## config.mk

```make
export PLATFORM = sky130hd
export DESIGN_NAME = cnn_frame_rx_flat
export DESIGN_NICKNAME = d
export VERILOG_FILES = /design/src/rtl/cnn_frame_rx_if.sv /design/src/rtl/cnn_frame_rx.sv /design/src/flat_wrapper.sv
export SDC_FILE = /design/constraint.sdc
export NUM_CORES = 1
export LEC_CHECK = 0
export ABC_AREA = 1
export BUFFER_PORTS_ARGS = -buffer_cell sky130_fd_sc_hd__buf_2
export CAP_MARGIN = 10
export CORE_MARGIN = 2
export CORE_UTILIZATION = 25
export CTS_CLUSTER_DIAMETER = 30
export DETAILED_ROUTE_END_ITERATION = 10
export GPL_ROUTABILITY_DRIVEN = 0
export PLACE_DENSITY = 0.39
export SYNTH_ARGS = -nofsm -noshare
export SYNTH_HDL_FRONTEND = slang
export SYNTH_SLANG_ARGS = --single-unit
```

## constraint.sdc

```tcl
create_clock -name clk -period 10.99 [get_ports clk]
set_input_delay 1.099 -clock clk [delete_from_list [all_inputs] [get_ports clk]]
set_output_delay 1.099 -clock clk [all_outputs]
set_load 0.02 [all_outputs]
```

## src/rtl/cnn_frame_rx_if.sv

```systemverilog
// Result-stream bundle from the conv datapath into the frame receiver.
// The producer drives through the master modport; the receiver samples through slave.
interface cnn_frame_rx_if #(
   parameter int W_DATA = 8
);
   logic              i_vsync_run;
   logic              i_hsync_run;
   logic              i_data_valid;
   logic [W_DATA-1:0] i_data;

   modport master (
      output i_vsync_run,
      output i_hsync_run,
      output i_data_valid,
      output i_data
   );

   modport slave (
      input  i_vsync_run,
      input  i_hsync_run,
      input  i_data_valid,
      input  i_data
   );
endinterface

```

## src/rtl/cnn_frame_rx.sv

```systemverilog
// Frame receiver: rebuilds row/col from the vsync/hsync/valid result stream and
// writes pixels linearly into the frame buffer. Optional checksum: CNN_RX_CHECKSUM_EN.
module cnn_frame_rx #(
   parameter int W_SIZE       = 12,
   parameter int W_FRAME_SIZE = 2*W_SIZE+1,
   parameter int W_DATA       = 8
) (
   input  logic                    clk,
   input  logic                    rstn,
   input  logic [W_SIZE-1:0]       q_width,
   input  logic [W_SIZE-1:0]       q_height,
   input  logic                    q_clr_err,
   cnn_frame_rx_if.slave           i_rx,
   output logic                    o_wr_en,
   output logic [W_FRAME_SIZE-1:0] o_wr_addr,
   output logic [W_DATA-1:0]       o_wr_data,
   output logic [W_SIZE-1:0]       o_row,
   output logic [W_SIZE-1:0]       o_col,
   output logic                    o_busy,
   output logic                    o_frame_done,
   output logic                    o_line_err,
   output logic                    o_frame_err,
   output logic [31:0]             o_checksum
);

   typedef enum logic [1:0] {
      ST_IDLE = 2'd0,
      ST_SYNC = 2'd1,
      ST_RECV = 2'd2
   } state_t;

   state_t                  r_state;
   state_t                  w_state_nxt;

   logic [W_SIZE-1:0]       r_row;
   logic [W_SIZE-1:0]       r_col;
   logic [W_FRAME_SIZE-1:0] r_pix_cnt;
   logic [W_FRAME_SIZE-1:0] r_row_base;

   logic [W_SIZE-1:0]       w_row_nxt;
   logic [W_SIZE-1:0]       w_col_nxt;
   logic [W_FRAME_SIZE-1:0] w_pix_nxt;
   logic [W_FRAME_SIZE-1:0] w_base_nxt;

   logic [W_SIZE-1:0]       w_row_acc;
   logic [W_SIZE-1:0]       w_col_acc;
   logic [W_FRAME_SIZE-1:0] w_pix_acc;
   logic [W_FRAME_SIZE-1:0] w_base_acc;

   logic                    w_accept;
   logic                    w_frame_start;
   logic                    w_frame_end;
   logic                    w_line_err_set;
   logic                    w_frame_err_set;

   logic                    r_wr_en;
   logic [W_FRAME_SIZE-1:0] r_wr_addr;
   logic [W_DATA-1:0]       r_wr_data;
   logic                    r_frame_done;
   logic                    r_line_err;
   logic                    r_frame_err;

   logic [W_SIZE-1:0]       w_width_m1;
   logic [W_SIZE-1:0]       w_height_m1;
   logic [W_FRAME_SIZE-1:0] w_width_ext;
   logic                    w_last_col;
   logic                    w_last_row;

   assign w_width_m1  = q_width - W_SIZE'(1);
   assign w_height_m1 = q_height - W_SIZE'(1);
   assign w_width_ext = W_FRAME_SIZE'(q_width);
   assign w_last_col  = (r_col == w_width_m1);
   assign w_last_row  = (r_row == w_height_m1);

   // NOTE: sequential state uses non-blocking assignments so every register
   // samples pre-edge values regardless of process ordering.
   always_ff @(posedge clk or negedge rstn) begin
      if (!rstn) begin
         r_state    <= ST_IDLE;
         r_row      <= '0;
         r_col      <= '0;
         r_pix_cnt  <= '0;
         r_row_base <= '0;
      end else begin
         r_state    <= w_state_nxt;
         r_row      <= w_row_nxt;
         r_col      <= w_col_nxt;
         r_pix_cnt  <= w_pix_nxt;
         r_row_base <= w_base_nxt;
      end
   end

   // NOTE: every combinational output gets a default first so no path can
   // leave a value unassigned and infer a latch.
   always_comb begin
      w_state_nxt     = r_state;
      w_row_nxt       = r_row;
      w_col_nxt       = r_col;
      w_pix_nxt       = r_pix_cnt;
      w_base_nxt      = r_row_base;
      w_row_acc       = r_row;
      w_col_acc       = r_col;
      w_pix_acc       = r_pix_cnt;
      w_base_acc      = r_row_base;
      w_accept        = 1'b0;
      w_frame_start   = 1'b0;
      w_frame_end     = 1'b0;
      w_line_err_set  = 1'b0;
      w_frame_err_set = 1'b0;

      case (r_state)
         ST_IDLE: begin
            if (i_rx.i_vsync_run) begin
               w_state_nxt   = ST_SYNC;
               w_frame_start = 1'b1;
               w_row_nxt     = '0;
               w_col_nxt     = '0;
               w_pix_nxt     = '0;
               w_base_nxt    = '0;
            end
         end

         default: begin
            // A vsync after pixels have arrived means the producer restarted the frame.
            if (i_rx.i_vsync_run && (r_state == ST_RECV || r_pix_cnt != '0)) begin
               w_state_nxt     = ST_SYNC;
               w_frame_start   = 1'b1;
               w_frame_err_set = 1'b1;
               w_row_nxt       = '0;
               w_col_nxt       = '0;
               w_pix_nxt       = '0;
               w_base_nxt      = '0;
            end else begin
               if (r_state == ST_SYNC && !i_rx.i_vsync_run) begin
                  w_state_nxt = ST_RECV;
               end

               if (i_rx.i_data_valid) begin
                  w_accept  = 1'b1;
                  w_pix_acc = r_pix_cnt + W_FRAME_SIZE'(1);
                  if (w_last_col) begin
                     w_frame_end = w_last_row;
                     w_col_acc   = '0;
                     w_row_acc   = r_row + W_SIZE'(1);
                     w_base_acc  = r_row_base + w_width_ext;
                  end else begin
                     w_col_acc = r_col + W_SIZE'(1);
                  end
               end

               // Short-line check sees the column after this cycle's pixel, if any.
               if (r_state == ST_RECV && i_rx.i_hsync_run && w_col_acc != '0) begin
                  w_line_err_set = 1'b1;
                  w_frame_end    = (w_row_acc == w_height_m1);
                  w_col_acc      = '0;
                  w_row_acc      = w_row_acc + W_SIZE'(1);
                  w_base_acc     = w_base_acc + w_width_ext;
                  w_pix_acc      = w_base_acc;
               end

               if (w_frame_end) begin
                  w_state_nxt = ST_IDLE;
                  w_row_nxt   = '0;
                  w_col_nxt   = '0;
                  w_pix_nxt   = '0;
                  w_base_nxt  = '0;
               end else begin
                  w_row_nxt  = w_row_acc;
                  w_col_nxt  = w_col_acc;
                  w_pix_nxt  = w_pix_acc;
                  w_base_nxt = w_base_acc;
               end
            end
         end
      endcase
   end

   always_ff @(posedge clk or negedge rstn) begin
      if (!rstn) begin
         r_wr_en      <= 1'b0;
         r_wr_addr    <= '0;
         r_wr_data    <= '0;
         r_frame_done <= 1'b0;
         r_line_err   <= 1'b0;
         r_frame_err  <= 1'b0;
      end else begin
         r_wr_en      <= w_accept;
         r_frame_done <= w_frame_end;
         if (w_accept) begin
            r_wr_addr <= r_pix_cnt;
            r_wr_data <= i_rx.i_data;
         end
         // A flag raised in the clear cycle survives the clear.
         r_line_err  <= w_line_err_set  | (r_line_err  & ~q_clr_err);
         r_frame_err <= w_frame_err_set | (r_frame_err & ~q_clr_err);
      end
   end

`ifdef CNN_RX_CHECKSUM_EN
   logic [31:0] r_acc;
   logic [31:0] r_checksum;
   logic [31:0] w_sum;

   assign w_sum = w_accept ? (r_acc + 32'(i_rx.i_data)) : r_acc;

   always_ff @(posedge clk or negedge rstn) begin
      if (!rstn) begin
         r_acc      <= '0;
         r_checksum <= '0;
      end else begin
         if (w_frame_start) begin
            r_acc <= '0;
         end else if (w_accept) begin
            r_acc <= w_sum;
         end
         if (w_frame_end) begin
            r_checksum <= w_sum;
         end
      end
   end

   assign o_checksum = r_checksum;
`else
   assign o_checksum = '0;
`endif

   assign o_wr_en      = r_wr_en;
   assign o_wr_addr    = r_wr_addr;
   assign o_wr_data    = r_wr_data;
   assign o_row        = r_row;
   assign o_col        = r_col;
   assign o_busy       = (r_state != ST_IDLE);
   assign o_frame_done = r_frame_done;
   assign o_line_err   = r_line_err;
   assign o_frame_err  = r_frame_err;

endmodule
```

## src/flat_wrapper.sv

```systemverilog
// flat-port wrapper written by rule: the top's interface ports become plain ports
module cnn_frame_rx_flat 
#(
   parameter int W_SIZE       = 12,
   parameter int W_FRAME_SIZE = 2*W_SIZE+1,
   parameter int W_DATA       = 8
)
  (clk, rstn, q_width, q_height, q_clr_err, o_wr_en, o_wr_addr, o_wr_data, o_row, o_col, o_busy, o_frame_done, o_line_err, o_frame_err, o_checksum, i_rx_i_vsync_run, i_rx_i_hsync_run, i_rx_i_data_valid, i_rx_i_data);
  cnn_frame_rx_if #(.W_DATA(W_DATA)) i_rx_i ();
  input  logic clk;
  input  logic rstn;
  input  logic [W_SIZE-1:0] q_width;
  input  logic [W_SIZE-1:0] q_height;
  input  logic q_clr_err;
  output logic o_wr_en;
  output logic [W_FRAME_SIZE-1:0] o_wr_addr;
  output logic [W_DATA-1:0] o_wr_data;
  output logic [W_SIZE-1:0] o_row;
  output logic [W_SIZE-1:0] o_col;
  output logic o_busy;
  output logic o_frame_done;
  output logic o_line_err;
  output logic o_frame_err;
  output logic [31:0] o_checksum;
  input wire logic [$bits(i_rx_i.i_vsync_run)-1:0] i_rx_i_vsync_run;
  input wire logic [$bits(i_rx_i.i_hsync_run)-1:0] i_rx_i_hsync_run;
  input wire logic [$bits(i_rx_i.i_data_valid)-1:0] i_rx_i_data_valid;
  input wire logic [$bits(i_rx_i.i_data)-1:0] i_rx_i_data;
  assign i_rx_i.i_vsync_run = i_rx_i_vsync_run;
  assign i_rx_i.i_hsync_run = i_rx_i_hsync_run;
  assign i_rx_i.i_data_valid = i_rx_i_data_valid;
  assign i_rx_i.i_data = i_rx_i_data;
  cnn_frame_rx #(.W_SIZE(W_SIZE), .W_FRAME_SIZE(W_FRAME_SIZE), .W_DATA(W_DATA)) u_core (.clk(clk), .rstn(rstn), .q_width(q_width), .q_height(q_height), .q_clr_err(q_clr_err), .i_rx(i_rx_i), .o_wr_en(o_wr_en), .o_wr_addr(o_wr_addr), .o_wr_data(o_wr_data), .o_row(o_row), .o_col(o_col), .o_busy(o_busy), .o_frame_done(o_frame_done), .o_line_err(o_line_err), .o_frame_err(o_frame_err), .o_checksum(o_checksum));
endmodule
```

==> impl_metrics.toml <==
[outcome]
run_status = "completed"

[synthesis]
netlist_top_cells_count = "520 x sky130_fd_sc_hd__nand2_1, 191 x sky130_fd_sc_hd__inv_1, 131 x sky130_fd_sc_hd__nor2_1, 126 x sky130_fd_sc_hd__nand3_1, 113 x sky130_fd_sc_hd__dfrtp_1"
ys_dominant_reg_cell = "sky130_fd_sc_hd__dfrtp_1"
synth-warning-count = 0
syn_avg_cell_area_um2 = 6.494
netlist.top_cell.by_area = "sky130_fd_sc_hd__dfrtp_1"
synth_sequential_area_ratio_pct = 26.39
syn-instance-count = 1650
mappedNetlistArea_um2 = 10720
yosys.cell_types.count = 55
ys_top_cells_by_area = "sky130_fd_sc_hd__dfrtp_1 26%, sky130_fd_sc_hd__nand2_1 18%, sky130_fd_sc_hd__inv_1 6.7%"
synth_async_sr_flop_share_pct = 100.0
synth_edf_count = 0
synth_most_common_cell = "sky130_fd_sc_hd__nand2_1"
synth_top_area_share_pct = 26.39
ys_seq_elements = 113

[die]
dieHeight_um = 211.0
placement_rows = 75
io-pin-count = 132
floorplan.initialDensity_pct = 25.43
die_x_um = 211.0
design.core.area_um2 = 42130
design.die.area_um2 = 44530

[clock_network]
clock-root-buffer = "sky130_fd_sc_hd__clkbuf_16"
htreeDepth = 4
skew_pair_late_insertion_delay_ns = 0.44
clockBufferDepth = 2
cts_tree = "yes"
setup_fix_bufs_post_cts = 0
cts_hold_buf = 0
cts_num_sinks = 113
post_cts_resized = 0
cts_made_buffers = 17
cts.reportedPaths.clkPinSlew_ns = 0.06

[worst_setup_path]
r2r_end = "u_core.r_pix_cnt[22]"
worst_ep_arrival_time_ns = 6.35
cp-start-kind = "input port"
worstRegToRegCells = 29
regToRegSetupSlack_ns = 5.68
crit_path_max_fanout = 35
worst_r2r_startpoint = "u_core.o_col[1]"
required_ns = 11.32
crit_slowest_cell = "sky130_fd_sc_hd__o31ai_1"
worst_path_most_repeated_cell = "sky130_fd_sc_hd__nand2_1"
crit_type = "input port to register"
end_kind = "register"
critPathMaxStageDelay_ns = 0.52

[pwr]
power.total_mw = 2.274
power-per-cell-area_nw_per_um2 = 187.6
standby_leakage_power_nw = 6.126
max-vdd-ir-drop_uv = 86.31

[timing]
tightestPinTransition_ns = 0.9698
fmax_mhz = 166.2
hold_viol_final = 0
rsz0062_at_grt = "false"
final_setup_tns_ns = 0
setup_failing_eps_final = 0
timing_max_transition_violations_final = 0
slew-limit-headroom_pct = 35.20
worst_clock_skew_on_the_final_layout_ns = 0.01062
final_period_minus_worst_setup_slack_ns = 6.016
final.period_utilization_pct = 54.74

[drt]
detail_route.vias_per_cell = 4.636
via_count = 10580
dr.pass1.iters = 6
detailed_route_wl_mm = 37.61
violation_count_after_the_first_detailed_route_iteration = 587
ant_nets = 0
routed_length_per_placed_instance_um = 16.48
drt_drc_violations_left = 0

[cells_and_area]
insertedDiodeCount = 0
finish.net_count = 1803
share_of_final_layout_standard_cells_stronger_than_drive_strength_1_pct = 13.65
area_added_between_synthesis_and_finish_pct = 13.15

[min_path]
worst_hold_startpoint = "u_core.o_wr_data[4]"
worst_min_delay_path_class = "register to register"
min_path_cells = 2
min_delay_worst_endpoint = "u_core.o_wr_data[4]"

[grt]
global_route.usage.total_pct = 17.35
number_of_global_route_vias_before_repair = 10250
grt_first_pass_wirelength_mm = 59.19
largest_net_degree_at_the_start_of_global_routing = 58
gr-total-overflow = 0
initial_antenna_violation_count = 0

[place]
port_buffers = 99
dp_hpwl_mm = 28.31

[flow_run]
maxCapViolations = 0
## through the flow
step / hold WS (ns) / setup slack [ns] / utilization, % / cell area, um^2 / cells
after floorplan: 0.4488 / 5.627 / - / 10830 / 1681
after global placement: 0.4508 / 4.665 / 27.43 / 11560 / 2250
after detailed placement: 0.4614 / 4.535 / 27.43 / 11560 / 2250
after CTS: 0.4768 / 4.995 / 28.78 / 12120 / 2282
after global routing: 0.4989 / 4.451 / 28.78 / 12120 / 2282
final: 0.4687 / 4.974 / 28.78 / 12120 / 2282
## routing by layer
| metal | global-route usage (%) | vias to the layer above | wire, um |
|---|---|---|---|
| li1 | - | 5394 | - |
| met1 | 24.01 | 4959 | 18680 |
| met2 | 28.19 | 206 | 16930 |
| met3 | 3.063 | 21 | 1501 |
| met4 | 3.715 | 0 | 501 |
| met5 | 0 | - | 0 |
## cells in the final DEF (no fill, tap or decap), types with 7 or more instances in the layout
cell type | netlist | final
sky130_fd_sc_hd__nand2_2 | 16 | 16
sky130_fd_sc_hd__ha_1 | 33 | 33
sky130_fd_sc_hd__clkbuf_16 | 0 | 17
sky130_fd_sc_hd__buf_4 | 40 | 11
sky130_fd_sc_hd__nand2_1 | 520 | 520
sky130_fd_sc_hd__nand3b_1 | 7 | 7
sky130_fd_sc_hd__nor2_1 | 131 | 130
sky130_fd_sc_hd__dfrtp_1 | 113 | 113
sky130_fd_sc_hd__o21ai_0 | 80 | 80
sky130_fd_sc_hd__nand3_1 | 126 | 126
sky130_fd_sc_hd__a21oi_1 | 50 | 50
sky130_fd_sc_hd__buf_2 | 11 | 98
sky130_fd_sc_hd__o41ai_2 | 10 | 10
sky130_fd_sc_hd__or2_2 | 10 | 10
sky130_fd_sc_hd__nand4_1 | 42 | 42
sky130_fd_sc_hd__xor2_1 | 60 | 60
sky130_fd_sc_hd__o22ai_1 | 11 | 11
sky130_fd_sc_hd__nor2_2 | 19 | 20
sky130_fd_sc_hd__conb_1 | 1 | 32
sky130_fd_sc_hd__o21ai_1 | 24 | 24
sky130_fd_sc_hd__nor2_4 | 10 | 10
sky130_fd_sc_hd__nand2_4 | 7 | 7
sky130_fd_sc_hd__xnor2_1 | 22 | 22
sky130_fd_sc_hd__nor4_1 | 12 | 12
sky130_fd_sc_hd__inv_2 | 9 | 9
sky130_fd_sc_hd__nor3_1 | 21 | 21
sky130_fd_sc_hd__inv_1 | 191 | 191
## critical path: cells and delay by family
| family | cells | cell delay (ns) |
|---|---|---|
| fa+ha+maj | 2 | 0.77 |
| compound gates | 4 | 1.17 |
| buf+inv | 4 | 0.46 |
| simple gates | 22 | 2.83 |
## flip-flops by register name (all words and copies together), names as in the netlist
name	cells
u_core.r_pix_cnt	25
u_core.o_frame_done	1
u_core.r_state	2
u_core.o_wr_addr	25
u_core.o_frame_err	1
u_core.o_wr_en	1
u_core.r_row_base	25
u_core.o_line_err	1
u_core.o_row	12
u_core.o_wr_data	8
u_core.o_col	12
## cell type report
class	instances	area, um^2
well taps	539	674.4
repair buffers	109	573.1
flip-flops and latches	113	2828
clock buffers	21	460.4
inverters	204	768.2
clock inverters	11	106.4
multi-input cells	1285	6714
fillers	4727	30010
## report_power, final
group,internal (mW),switching [mW]
registers,0.513,0.0946
clock network,0.324,0.241
logic,0.303,0.799
total,1.14,1.13
## worst max path at each step
stage,cells after the start,endpoint,startpoint,slack (ns)
floorplan,30,u_core.r_row_base[20],q_width[1],5.63
global placement,32,u_core.r_pix_cnt[22],q_width[0],4.66
detailed placement,32,u_core.r_pix_cnt[22],q_width[0],4.54
CTS,32,u_core.r_pix_cnt[22],q_width[0],5.00
global route,34,u_core.r_pix_cnt[22],q_width[0],4.45
finish,32,u_core.r_pix_cnt[22],q_width[0],4.97
## cells by family after synthesis
group | Yosys count | synth area share (%)
xor gates and xnor gates | 82 | 6.702
adders and majority gates | 35 | 4.227
AOI/OAI and AO/OA | 196 | 10.95
other | 1 | 0.03500
DFF | 113 | 26.39
buffers and inverters | 283 | 12.06
and+or+nand+nor | 940 | 39.63
Power figures use the tool's default switching activity.
